--- src/rtl/hack_rom_loader.sv ---
// Hack ROM loader: UART byte frames (sync, length, big-endian words) into ROM.
// Define HACK_ROM_LOADER_CHECKSUM_EN to require a trailing XOR checksum byte.
module hack_rom_loader #(
  parameter int unsigned ADDR_W         = 15,
  parameter logic [7:0]  SYNC_BYTE      = 8'hA5,
  parameter int unsigned TIMEOUT_CYCLES = 1000000
) (
  input  logic              clk,
  input  logic              reset,
  input  logic              rx_valid,
  input  logic [7:0]        rx_data,
  output logic              rom_we,
  output logic [ADDR_W-1:0] rom_addr,
  output logic [15:0]       rom_wdata,
  output logic              cpu_reset,
  output logic              done,
  output logic              error
);

  localparam int unsigned TO_W = $clog2(TIMEOUT_CYCLES + 1);
  localparam logic [16:0] MAX_LEN = 17'd1 << ADDR_W;
  localparam logic [TO_W-1:0] TO_LAST = TO_W'(TIMEOUT_CYCLES - 1);

  typedef enum logic [2:0] {
    S_IDLE,
    S_LEN_HI,
    S_LEN_LO,
    S_DATA_HI,
    S_DATA_LO,
`ifdef HACK_ROM_LOADER_CHECKSUM_EN
    S_CHK,
`endif
    S_DONE,
    S_ERROR
  } state_t;

`ifdef HACK_ROM_LOADER_CHECKSUM_EN
  localparam state_t S_END = S_CHK;
`else
  localparam state_t S_END = S_DONE;
`endif

  state_t              state_q, state_d;
  logic [15:0]         len_q, len_d;
  logic [7:0]          hi_q, hi_d;
  logic [ADDR_W-1:0]   addr_q, addr_d;
  logic [TO_W-1:0]     to_q, to_d;
  logic                rom_we_q, rom_we_d;
  logic [ADDR_W-1:0]   rom_addr_q, rom_addr_d;
  logic [15:0]         rom_wdata_q, rom_wdata_d;
  logic                cpu_reset_q, cpu_reset_d;
  logic                done_q, done_d;
  logic                error_q, error_d;
  logic [7:0]          csum_q, csum_d;
  logic                active;
  logic                last_word;
  logic [15:0]         len_full;

  always_comb begin
    state_d     = state_q;
    len_d       = len_q;
    hi_d        = hi_q;
    addr_d      = addr_q;
    to_d        = to_q;
    rom_we_d    = 1'b0;
    rom_addr_d  = rom_addr_q;
    rom_wdata_d = rom_wdata_q;
    csum_d      = csum_q;
    len_full    = {len_q[15:8], rx_data};
    last_word   = (17'(addr_q) + 17'd1) == {1'b0, len_q};
    active      = state_q inside {S_LEN_HI, S_LEN_LO, S_DATA_HI,
                                  S_DATA_LO, S_END};
    if (rx_valid) begin
      to_d = '0;
      unique case (state_q)
        S_IDLE, S_DONE, S_ERROR: begin
          if (rx_data == SYNC_BYTE) begin
            state_d = S_LEN_HI;
            csum_d  = '0;
          end
        end
        S_LEN_HI: begin
          len_d[15:8] = rx_data;
          csum_d      = csum_q ^ rx_data;
          state_d     = S_LEN_LO;
        end
        S_LEN_LO: begin
          len_d  = len_full;
          addr_d = '0;
          csum_d = csum_q ^ rx_data;
          if ({1'b0, len_full} > MAX_LEN) state_d = S_ERROR;
          else if (len_full == '0)        state_d = S_END;
          else                            state_d = S_DATA_HI;
        end
        S_DATA_HI: begin
          hi_d    = rx_data;
          csum_d  = csum_q ^ rx_data;
          state_d = S_DATA_LO;
        end
        S_DATA_LO: begin
          rom_we_d    = 1'b1;
          rom_addr_d  = addr_q;
          rom_wdata_d = {hi_q, rx_data};
          csum_d      = csum_q ^ rx_data;
          if (last_word) begin
            state_d = S_END;
          end else begin
            addr_d  = addr_q + 1'b1;
            state_d = S_DATA_HI;
          end
        end
`ifdef HACK_ROM_LOADER_CHECKSUM_EN
        S_CHK: state_d = (rx_data == csum_q) ? S_DONE : S_ERROR;
`endif
        default: state_d = S_IDLE;
      endcase
    end else if (active) begin
      if (to_q == TO_LAST) begin
        state_d = S_ERROR;
        to_d    = '0;
      end else begin
        to_d = to_q + 1'b1;
      end
    end
    // hold the CPU in reset through the cycle of the final write
    done_d      = (state_d == S_DONE) && !rom_we_d;
    cpu_reset_d = !done_d;
    error_d     = state_d == S_ERROR;
  end

  always_ff @(posedge clk) begin
    if (reset) begin
      state_q     <= S_IDLE;
      len_q       <= '0;
      hi_q        <= '0;
      addr_q      <= '0;
      to_q        <= '0;
      rom_we_q    <= 1'b0;
      rom_addr_q  <= '0;
      rom_wdata_q <= '0;
      cpu_reset_q <= 1'b1;
      done_q      <= 1'b0;
      error_q     <= 1'b0;
      csum_q      <= '0;
    end else begin
      state_q     <= state_d;
      len_q       <= len_d;
      hi_q        <= hi_d;
      addr_q      <= addr_d;
      to_q        <= to_d;
      rom_we_q    <= rom_we_d;
      rom_addr_q  <= rom_addr_d;
      rom_wdata_q <= rom_wdata_d;
      cpu_reset_q <= cpu_reset_d;
      done_q      <= done_d;
      error_q     <= error_d;
      csum_q      <= csum_d;
    end
  end

  assign rom_we    = rom_we_q;
  assign rom_addr  = rom_addr_q;
  assign rom_wdata = rom_wdata_q;
  assign cpu_reset = cpu_reset_q;
  assign done      = done_q;
  assign error     = error_q;

endmodule

--- config.mk ---
export PLATFORM = sky130hd
export DESIGN_NAME = hack_rom_loader
export DESIGN_NICKNAME = d
export VERILOG_FILES = /design/src/rtl/hack_rom_loader.sv
export SDC_FILE = /design/constraint.sdc
export NUM_CORES = 1
export LEC_CHECK = 0
export CORE_ASPECT_RATIO = 1.25
export CORE_UTILIZATION = 35
export CTS_CLUSTER_SIZE = 24
export DETAILED_ROUTE_END_ITERATION = 7
export GPL_TIMING_DRIVEN = 0
export PLACE_DENSITY = 0.52
export SYNTH_ARGS = -nofsm -noshare
export SYNTH_HDL_FRONTEND = slang
export SYNTH_SLANG_ARGS = --single-unit
--- constraint.sdc ---
create_clock -name clk -period 3 [get_ports clk]
set_clock_uncertainty 0.1 [all_clocks]
set_input_delay 0.6 -clock clk [delete_from_list [all_inputs] [get_ports clk]]
set_output_delay 0.6 -clock clk [all_outputs]
set_load 0.01 [all_outputs]
==> impl_results.md, run 1 <==
- DRT iter0 DRCs: approximately 240
- Seq pwr share: 0.515
- Post-synth top area share: 0.423
- Global route hottest layer: met2
- Combinational fraction of design power: 0.024
- FMAX: 349 MHz
- Core ar.: 12700 sq um
- Clock sinks: between 90 and 100
- Synth warn: 0
- Ant diodes: 0
- Final Power: around 2.5 mW
- Slew HR: 0.499
- Async SR Flop Fraction: 0
- Placed cells: approximately 800
- Slew @ Worst Pin: 0.745 ns
- Number of flops mapped to enable cells by yosys: 0
- Final hold vios: 0
- IO buf count: 44
- # setup viols final: 0
- Int Pwr: ~2.0 mW
- Max Slew Vio Count: 0
- First-pass GRT wire length: ~20000 um
- Critical path origin: addr_q[7]
- Peak VDD IR: between 0.0002 and 0.00025 V
- LEAKAGE: 1.83 nW
- Hold Buf Count CTS: 0
- Min-delay worst type: reg2reg
- CP Max Fanout: 10
- Post-layout util: 0.439
- Vias/cell: 5.22
- Router iterations before antenna repair: 5
- CTS Buf Count: 9
- Pre-CTS WS: -0.136 ns
- Largest net degree at the start of global routing: 17
- Fin worst setup slack: between 0.1 and 0.15 ns
- Fin crit period: 2.87 ns
- Initial antenna violation count: 0
- Tcrit/Tclk final: 0.956
- Post-Syn Area: 4590 sq um
- Mux cell area share after synthesis: 0.00218
- GP Congestion: 0.867
- Die area: between 10000 and 15000 sq um
- Synth Net Count: 597
- Synth Area in XOR/XNOR: 0.0687
- Gr ovfl total: 0
- Worst Path Arrival: about 3 ns
- CTS tree: done
- Simple-Gate Fraction of Synth Area: 0.294
- Unrepaired setup endpoints after global routing: false
- Share of cells above drive strength 1: 0.0786
- Worst-skew pair later-pin latency: ~0.34 ns
- Vias in the first global route: 4082
- Max clock buf depth: 2
- Rows: between 40 and 50
- DR DRC count: 0
- Synth cell count leaders: nand2_1 (137), dfxtp_1 (97), a21oi_1 (80), nor2_1 (39), clkbuf_1 (26)
- Starting Density: 0.361
- Via count: ~4300
- Status: finished, final reports clean
- # nets final: around 660
- Die extent in x: about 100 um
- Net Sw Frac: 0.219
- Post-detailed-route wirelength per cell: 15.1 um
- Htree depth: 3
- Number of library cell types mapped by synthesis: 56
- Area grow syn2layout: 21.8%
- Synth Area in Adders: 0.00546
- Crit-path cells: nand4_1, or4_1, o21ai_1, nand4_1, a2111o_1, buf_6, buf_6, a21oi_1, o21ai_0, a21oi_1
- Count leader, synth: nand2_1
- Root buffer cell: clkbuf_16
- Worst EP required: 3.17 ns
- Critical path's slowest cell: or4_1
- Die height: between 100 and 150 um
- Syn Area/Cell: ~8 sq um
- Prevailing post-synth register cell: dfxtp_1
- PD cells: approximately 450 nW/um^2
- I/O pin cnt: between 40 and 50
- Synth area leader: dfxtp_1
- Non-filler instance count after layout: 817
- Met1 global-route usage: 0.227
- Largest family of logic cells by synthesized area: simple AND/OR/NAND/NOR gates
- Max Cap Viol: 0
- ANT nets after route: 0
- Synth Area in Compound Gates: 0.158
- Gr usage total: 0.187
- Clock power frac: 0.461
- Post-DP HPWL: 9060 um
- Wire length reported by the detailed router: approximately 12000 um
- FF+latch count, synth: 97
- Post-Syn Instances: roughly 580
- Hold Crit Start: rom_addr[10]
- R2r startpoint: addr_q[7]
- Startpoint type of the worst setup path: flop
- GR Util met2: 0.329
- Switch Pwr: about 0.55 mW
- Kind of critical path: reg2reg
- Register area share after synthesis: 0.423
- Element type at the critical path end: flop
- Global-route met3 utilization: 0.0310
- Clock-pin slew on the worst setup and hold paths: about 0.070 ns
- Synth top area cells: dfxtp_1 (42%), nand2_1 (11%), a21oi_1 (8.7%)
- Delay of the slowest critical-path stage: 0.60 ns
-- state kept, by name, summed over array words and instances (netlist names) --
name	cells
rom_we	1
done	1
rom_addr	15
to_q	20
state_q	3
cpu_reset	1
error	1
rom_wdata	16
hi_q	8
addr_q	15
len_q	16
-- placed cells by master (no fill, tap or decap), types with 7 or more instances in the layout --
cell	count
buf_4	11
nand4_1	18
nand3_1	18
nor2_1	38
clkbuf_16	9
dfxtp_1	95
or4_1	7
clkdlybuf4s50_1	44
xnor2_1	15
clkbuf_1	26
or3_1	8
and3_1	7
a21oi_1	79
o21ai_0	13
xor2_1	21
nand2_1	137
-- stage by stage --
step / TNS, ns / area (sq um) / hold slack (ns)
final: 0 / 5590 / 0.352
after global routing: 0 / 5590 / 0.376
after CTS: 0 / 5540 / 0.353
after detailed placement: -1.26 / 5240 / 0.347
after global placement: -1.14 / 5240 / 0.342
after floorplan: 0 / 4590 / 0.332
-- layer usage --
metal  vias to the layer above  share of wire  wire [um]
li1                       2149              -          -
met1                      2009           0.46       5650
met2                        89           0.49       6010
met3                        20          0.036        445
met4                         0          0.021        265
met5                         -              0          0
-- layout make-up --
cell class	instances	area (sq um)
sequential	97	1950
tap	168	210
fill	1295	7130
inverter	5	18.8
multi-input combinational	442	2430
clock inverter	7	70.1
timing repair buffer	49	478
buffer	40	204
clock buffer	9	225
-- critical path: cells and delay by family, from the launching register on --
family                 cells  cell delay, ns
buffers and inverters      2            0.31
AND/OR/NAND/NOR            3            1.01
AO/OA/AOI/OAI              5            0.93
flip-flops                 1            0.45
-- final timing paths --
check	to	slack (ns)	depth (start not counted)
max	addr_q[7]	0.13	10
min	rom_addr[10]	0.35	2
max reg2reg	addr_q[7]	0.13	10
min reg2reg	rom_addr[10]	0.35	2
-- logic make-up after synthesis --
| logic type | Yosys count |
|---|---|
| AND/OR/NAND/NOR | 279 |
| AO/OA/AOI/OAI | 124 |
| flip-flops | 97 |
| buffers and inverters | 45 |
| XOR/XNOR | 36 |
| adder cells (fa/ha/maj) | 2 |
| multiplexers | 1 |
-- timing repair --
action,4_1_cts,5_1_grt
gates resized for setup,2,4
pin swaps,0,3
endpoints found under the setup margin,17,16
setup buffers,0,5
-- power groups by stage --
stage,clock network (mW),registers (mW),logic [mW]
after global routing,1.23,1.29,0.0672
after detailed placement,0,1.32,0.0617
final,1.15,1.29,0.0610
after global placement,0,1.32,0.0615
after floorplan,0,1.32,0.0258
after CTS,1.18,1.29,0.0618
Note: power is estimated with default switching activity, not from simulation.
==> inputs of run 2 (changes only) <==
--- a/config.mk
+++ b/config.mk
@@ -5,12 +5,16 @@
 export SDC_FILE = /design/constraint.sdc
 export NUM_CORES = 1
 export LEC_CHECK = 0
+export CELL_PAD_IN_SITES_DETAIL_PLACEMENT = 2
+export CELL_PAD_IN_SITES_GLOBAL_PLACEMENT = 2
 export CORE_ASPECT_RATIO = 1.25
-export CORE_UTILIZATION = 35
+export CORE_UTILIZATION = 33
 export CTS_CLUSTER_SIZE = 24
 export DETAILED_ROUTE_END_ITERATION = 7
 export GPL_TIMING_DRIVEN = 0
-export PLACE_DENSITY = 0.52
+export PLACE_DENSITY = 0.77
+export SLEW_MARGIN = 20
 export SYNTH_ARGS = -nofsm -noshare
 export SYNTH_HDL_FRONTEND = slang
 export SYNTH_SLANG_ARGS = --single-unit
+export TNS_END_PERCENT = 50
==> run 2 against run 1 <==
Via count grew 3.8%; total power grew 1.9%; design area is 1.1% higher; first-iteration DRC count down 35%; utilization fell by 1.8 points; fmax up 0.77%; routed wire length grew 24%; clock-buffer cell count increased by 1; critical path depth is 2 higher; critical path type unchanged.
==> impl_results.md, run 2 (synthesized netlist as in run 1, its figures left out) <==
- Status: finished, final reports clean
- # nets final: 661 (+0.61%)
- # setup viols final: 0 (unchanged)
- First-pass GRT wire length: 24600 um (+22%)
- Worst EP required: 3.18 ns (about the same)
- Ant diodes: 0 (unchanged)
- Element type at the critical path end: flop
- Area grow syn2layout: 23.0%
- DP Area: 5240 sq um (about the same)
- Worst-skew pair later-pin latency: 0.36 ns (+0.02 ns)
- Gr usage total: 0.224 (+0.0377)
- R2r startpoint: addr_q[0]
- DRT iter0 DRCs: 155 (-35%)
- DR DRC count: 0 (unchanged)
- Gr ovfl total: 0 (unchanged)
- Crit-path cells: ha_2, buf_6, nand3_4, or3_4, a2111oi_4, nand4_1, a2111o_1, buf_6, buf_6, a21oi_1, o21ai_0, a21oi_1
- Die area: 14400 sq um (+6.0%)
- Htree depth: 3 (unchanged)
- Clock sinks: 97 (unchanged)
- Post-DP HPWL: 11300 um (+25%)
- Largest register FFs: 20 (unchanged)
- Global-route met3 utilization: 0.0355 (+0.00450)
- Die height: 134 um (+2.9%)
- Slew HR: 0.450 (-0.0498)
- Wire length reported by the detailed router: 15300 um (+24%)
- Rows: 47 (+2.2%)
- Max Cap Viol: 0 (unchanged)
- Filler cells: 1545 (+19%)
- IO buf count: 44 (unchanged)
- Reg2reg setup slack: 0.15 ns (+0.02 ns)
- Critical path's slowest cell: a2111oi_4
- Min-delay worst type: reg2reg
- Setup TNS Final: 0 ns (unchanged)
- Max Slew Vio Count: 0 (unchanged)
- Starting Density: 0.342 (-0.0185)
- PD cells: 451 nW/um^2 (+0.89%)
- Delay of the slowest critical-path stage: 0.41 ns (-0.19 ns)
- Max clock buf depth: 2 (unchanged)
- Router iterations before antenna repair: 4 (-1)
- Global route hottest layer: met2
- Highest-count cells in the layout ignoring fill and taps: nand2_1 (137), dfxtp_1 (96), a21oi_1 (79)
- Core ar.: 13400 sq um (+5.4%)
- Die extent in x: 107 um (+2.9%)
- Reg2reg end: addr_q[9]
- Post-detailed-route wirelength per cell: 18.6 um (+23%)
- Tcrit/Tclk final: 0.949 (-0.00728)
- Placed cells: 799 (+0.38%)
- Vias/cell: 5.38 (+2.9%)
- Register bank with the most flops: to_q
- Final hold vios: 0 (unchanged)
- Met1 global-route usage: 0.255 (+0.0273)
- CTS tree: done
- ANT nets after route: 0 (unchanged)
- Startpoint type of the worst setup path: flop
- LEAKAGE: 1.85 nW (+1.1%)
- FMAX: 351 MHz (+0.77%)
- Worst Path Arrival: 3.03 ns (about the same)
- Worst Reg-to-Reg Cells: 12 (+2)
- Non-filler instance count after layout: 824 (+0.86%)
- CTS Buf Count: 9 (unchanged)
- I/O pin cnt: 46 (unchanged)
- Kind of critical path: reg2reg
- Peak VDD IR: 0.000215 V (-12%)
- Hold Crit Start: rom_wdata[5]
- Via count: 4429 (+3.8%)
- Initial antenna violation count: 0 (unchanged)
- Hold Crit Depth: 2 (unchanged)
- Slew @ Worst Pin: 0.819 ns (+0.0741 ns)
- Crit path top cell by count: buf_6
- Finished Cell Area: 5640 sq um (+1.1%)
- Fin crit period: 2.85 ns (-0.0218 ns)
- Clock-pin slew on the worst setup and hold paths: 0.08 ns (about the same)
- Root buffer cell: clkbuf_16
- Hold EP: rom_wdata[5]
- GP Congestion: 0.831 (-4.1%)
- Share of cells above drive strength 1: 0.0873 (+0.00871)
- Commonest non-fill, non-tap cell in the layout: nand2_1
- GR Util met2: 0.419 (+0.0906)
- CP Max Fanout: 10 (unchanged)
- Largest net degree at the start of global routing: 17 (unchanged)
- Vias in the first global route: 4743 (+16%)
-- run 2: critical path, delay by kind of cell, from the launching register on --
family | cells | cell delay [ns]
AOI/OAI and AO/OA | 5 | 1.11
adders and majority gates | 1 | 0.18
and+or+nand+nor | 3 | 0.60
DFF | 1 | 0.35
buffers and inverters | 3 | 0.42
-- run 2: metrics by stage --
stage               worst slack [ns]  hold WS [ns]  utilization  power [mW]
CTS                           0.0412         0.363        0.415        2.58
floorplan                      0.279         0.332            -        1.34
global route                -0.00392         0.381        0.421        2.63
detailed placement            -0.233         0.353        0.391        1.38
global placement              -0.130         0.342        0.391        1.38
finish                         0.154         0.358        0.421        2.55
-- run 2: report_power, final --
group          leakage [nW]  switching [mW]  total (mW)  internal [mW]
clock                 0.153           0.524        1.20          0.672
sequential            0.782        0.000242        1.29           1.29
combinational         0.914          0.0457      0.0642         0.0185
-- run 2: repair_timing --
item | 4_1_cts | 5_1_grt
hold buffers | 0 | 0
endpoints found under the setup margin | 19 | 26
buffers inserted | 1 | 8
pin swaps | 2 | 6
gates resized for setup | 3 | 7
-- run 2: worst max-delay path by stage --
stage                      endpoint  depth (start not counted)      start
after global placement    addr_q[6]                         11  addr_q[1]
after CTS                 addr_q[6]                         12  addr_q[0]
after global routing      addr_q[9]                         13  addr_q[0]
after detailed placement  addr_q[6]                         12  addr_q[1]
after floorplan           addr_q[6]                         12  addr_q[1]
final                     addr_q[9]                         12  addr_q[0]
-- run 2: layout make-up --
type                    instances  area [sq um]  area share
well taps                     171           214      0.0379
multi-input cells             442          2450       0.433
plain buffers                  40           206      0.0366
inverters                       5          18.8     0.00333
clock inverters                 6          66.3      0.0117
flip-flops and latches         97          1950       0.345
clock buffers                  10           239      0.0423
repair buffers                 53           508      0.0900
-- run 2: per-layer routing --
metal / part of all wire / up-vias
met2: 0.53 / 57
met5: 0 / -
met1: 0.43 / 2198
met3: 0.023 / 23
li1: - / 2151
met4: 0.022 / 0
==> inputs of run 3 (changes only) <==
--- a/config.mk
+++ b/config.mk
@@ -8,12 +8,11 @@
 export CELL_PAD_IN_SITES_DETAIL_PLACEMENT = 2
 export CELL_PAD_IN_SITES_GLOBAL_PLACEMENT = 2
 export CORE_ASPECT_RATIO = 1.25
-export CORE_UTILIZATION = 33
+export CORE_UTILIZATION = 29
 export CTS_CLUSTER_SIZE = 24
 export DETAILED_ROUTE_END_ITERATION = 7
 export GPL_TIMING_DRIVEN = 0
-export PLACE_DENSITY = 0.77
-export SLEW_MARGIN = 20
+export PLACE_DENSITY = 0.69
 export SYNTH_ARGS = -nofsm -noshare
 export SYNTH_HDL_FRONTEND = slang
 export SYNTH_SLANG_ARGS = --single-unit
==> run 3 against run 2 <==
Sequential power hardly changed; design area is 0.24% higher; sequential share of layout area is 0.084 points lower; global-route usage is 2.4 points lower; utilization is 5.6 points lower; sequential cell count stayed put; fmax is 0.78% lower.
==> impl_results.md, run 3 (synthesized netlist as in run 1, its figures left out) <==
- Status: finished, final reports clean
- Non-filler instance count after layout: 861 (+4.5%)
- LEAKAGE: 1.82 nW (-1.7%)
- I/O pin cnt: 46 (unchanged)
- Root buffer cell: clkbuf_16
- PD cells: 440 nW/um^2 (-2.4%)
- CTS tree: done
- Ant diodes: 0 (unchanged)
- Unrepaired setup endpoints after global routing: false
- Gr usage total: 0.201 (-0.0238)
- Min-delay worst type: reg2reg
- Wire length reported by the detailed router: 15700 um (+2.5%)
- Peak VDD IR: 0.000216 V (+0.69%)
- Die area: 16300 sq um (+14%)
- Fin crit period: 2.87 ns (+0.0222 ns)
- Largest register FFs: 20 (unchanged)
- Vias/cell: 5.16 (-4.0%)
- Largest net degree at the start of global routing: 17 (unchanged)
- Gr ovfl total: 0 (unchanged)
- Setup TNS Final: 0 ns (unchanged)
- Initial antenna violation count: 0 (unchanged)
- DRT iter0 DRCs: 150 (-3.2%)
- Commonest non-fill, non-tap cell in the layout: nand2_1
- WHS: 0.356 ns (-0.00129 ns)
- # nets final: 657 (-0.61%)
- Max clock buf depth: 2 (unchanged)
- CP Max Fanout: 10 (unchanged)
- Worst Path Arrival: 3.06 ns (+0.03 ns)
- Kind of critical path: reg2reg
- Max Cap Viol: 0 (unchanged)
- Htree depth: 3 (unchanged)
- # setup viols final: 0 (unchanged)
- Startpoint type of the worst setup path: flop
- Core ar.: 15500 sq um (+16%)
- Placed cells: 840 (+5.1%)
- Slew HR: 0.451 (+0.000918)
- Vias in the first global route: 4808 (+1.4%)
- Element type at the critical path end: flop
- FMAX: 349 MHz (-0.78%)
- Filler cells: 1807 (+17%)
- Slew @ Worst Pin: 0.821 ns (+0.00189 ns)
- Share of cells above drive strength 1: 0.0832 (-0.00408)
- Worst-skew pair later-pin latency: 0.36 ns (about the same)
- Die height: 143 um (+6.6%)
- Clock-pin slew on the worst setup and hold paths: 0.07 ns (about the same)
- ANT nets after route: 0 (unchanged)
- Storage element area: 1950 sq um (unchanged)
- Area grow syn2layout: 23.3%
- Router iterations before antenna repair: 4 (unchanged)
- CTS Buf Count: 9 (unchanged)
- Starting Density: 0.296 (-0.0463)
- Area taken by multi-input logic gates: 2460 sq um (+0.66%)
- Clock sinks: 97 (unchanged)
- First-pass GRT wire length: 25000 um (+1.6%)
- Max Slew Vio Count: 0 (unchanged)
- Via count: 4445 (+0.36%)
- Post-layout util: 0.365 (-0.0561)
- Highest-count cells in the layout ignoring fill and taps: nand2_1 (136), dfxtp_1 (96), a21oi_1 (79)
- Rows: 51 (+8.5%)
- DR DRC count: 0 (unchanged)
- Final Power: 2.49 mW (-2.2%)
- Worst EP required: 3.19 ns (about the same)
- IO buf count: 44 (unchanged)
- GP Congestion: 0.776 (-6.7%)
- Register bank with the most flops: to_q
- Final hold vios: 0 (unchanged)
- Post-detailed-route wirelength per cell: 18.2 um (-1.9%)
- Post-DP HPWL: 11500 um (+2.1%)
- Tcrit/Tclk final: 0.956 (+0.00742)
- Die extent in x: 114 um (+6.5%)
## run 3: cell types whose count changed in the layout (fill, tap and decap cells not counted), sizes merged
cell / delta
buf: -4
clkinv: -1
bufinv: -1
clkbuf: +1
clkinvlp: +1
## run 3: path summary, 6_finish.rpt
kind / from / slack, ns / cells after the start / endpoint
hold reg to reg: rom_addr[4] / 0.36 / 2 / rom_addr[4]
setup reg to reg: addr_q[1] / 0.13 / 12 / addr_q[6]
hold / removal: rom_addr[4] / 0.36 / 2 / rom_addr[4]
setup / recovery: addr_q[1] / 0.13 / 12 / addr_q[6]
## run 3: layout make-up
class                      instances  area share
multi-input combinational        442       0.435
sequential                        97       0.344
timing repair buffer              49      0.0845
tap                              212      0.0469
clock buffer                      11      0.0429
buffer                            40      0.0365
clock inverter                     5     0.00686
inverter                           5     0.00332
## run 3: repair_timing
action,in CTS,in global routing
hold buffers,0,0
resized for setup,5,7
endpoints found under the setup margin,19,29
pin swaps,2,6
gates cloned,0,0
setup buffers,0,5
## run 3: power by group
group / switching, mW / internal (mW)
Sequential: 0.000239 / 1.29
Clock: 0.548 / 0.590
Combinational: 0.0470 / 0.0185
Total: 0.596 / 1.89
## run 3: critical path: stages (launching register included)
cell and delay [ns]:
dfxtp_4 0.38, ha_2 0.19, buf_6 0.11, nand3_4 0.08, or3_4 0.38, a2111oi_4 0.39, nand4_1 0.13, a2111o_1 0.31
buf_6 0.16, buf_6 0.15, a21oi_1 0.13, o21ai_0 0.09, a21oi_1 0.17
## run 3: per-stage QoR
step                      cell area [sq um]  setup slack [ns]
after floorplan                        4590             0.279
after detailed placement               5290            -0.256
after global routing                   5660          0.000696
final                                  5660             0.132
after global placement                 5290            -0.159
after CTS                              5590          -0.00172
## run 3: layer usage
layer / wire [um] / global-route usage
met1: 6760 / 0.228
met2: 8280 / 0.366
met3: 255 / 0.0216
met4: 381 / 0.106
met5: 0 / 0
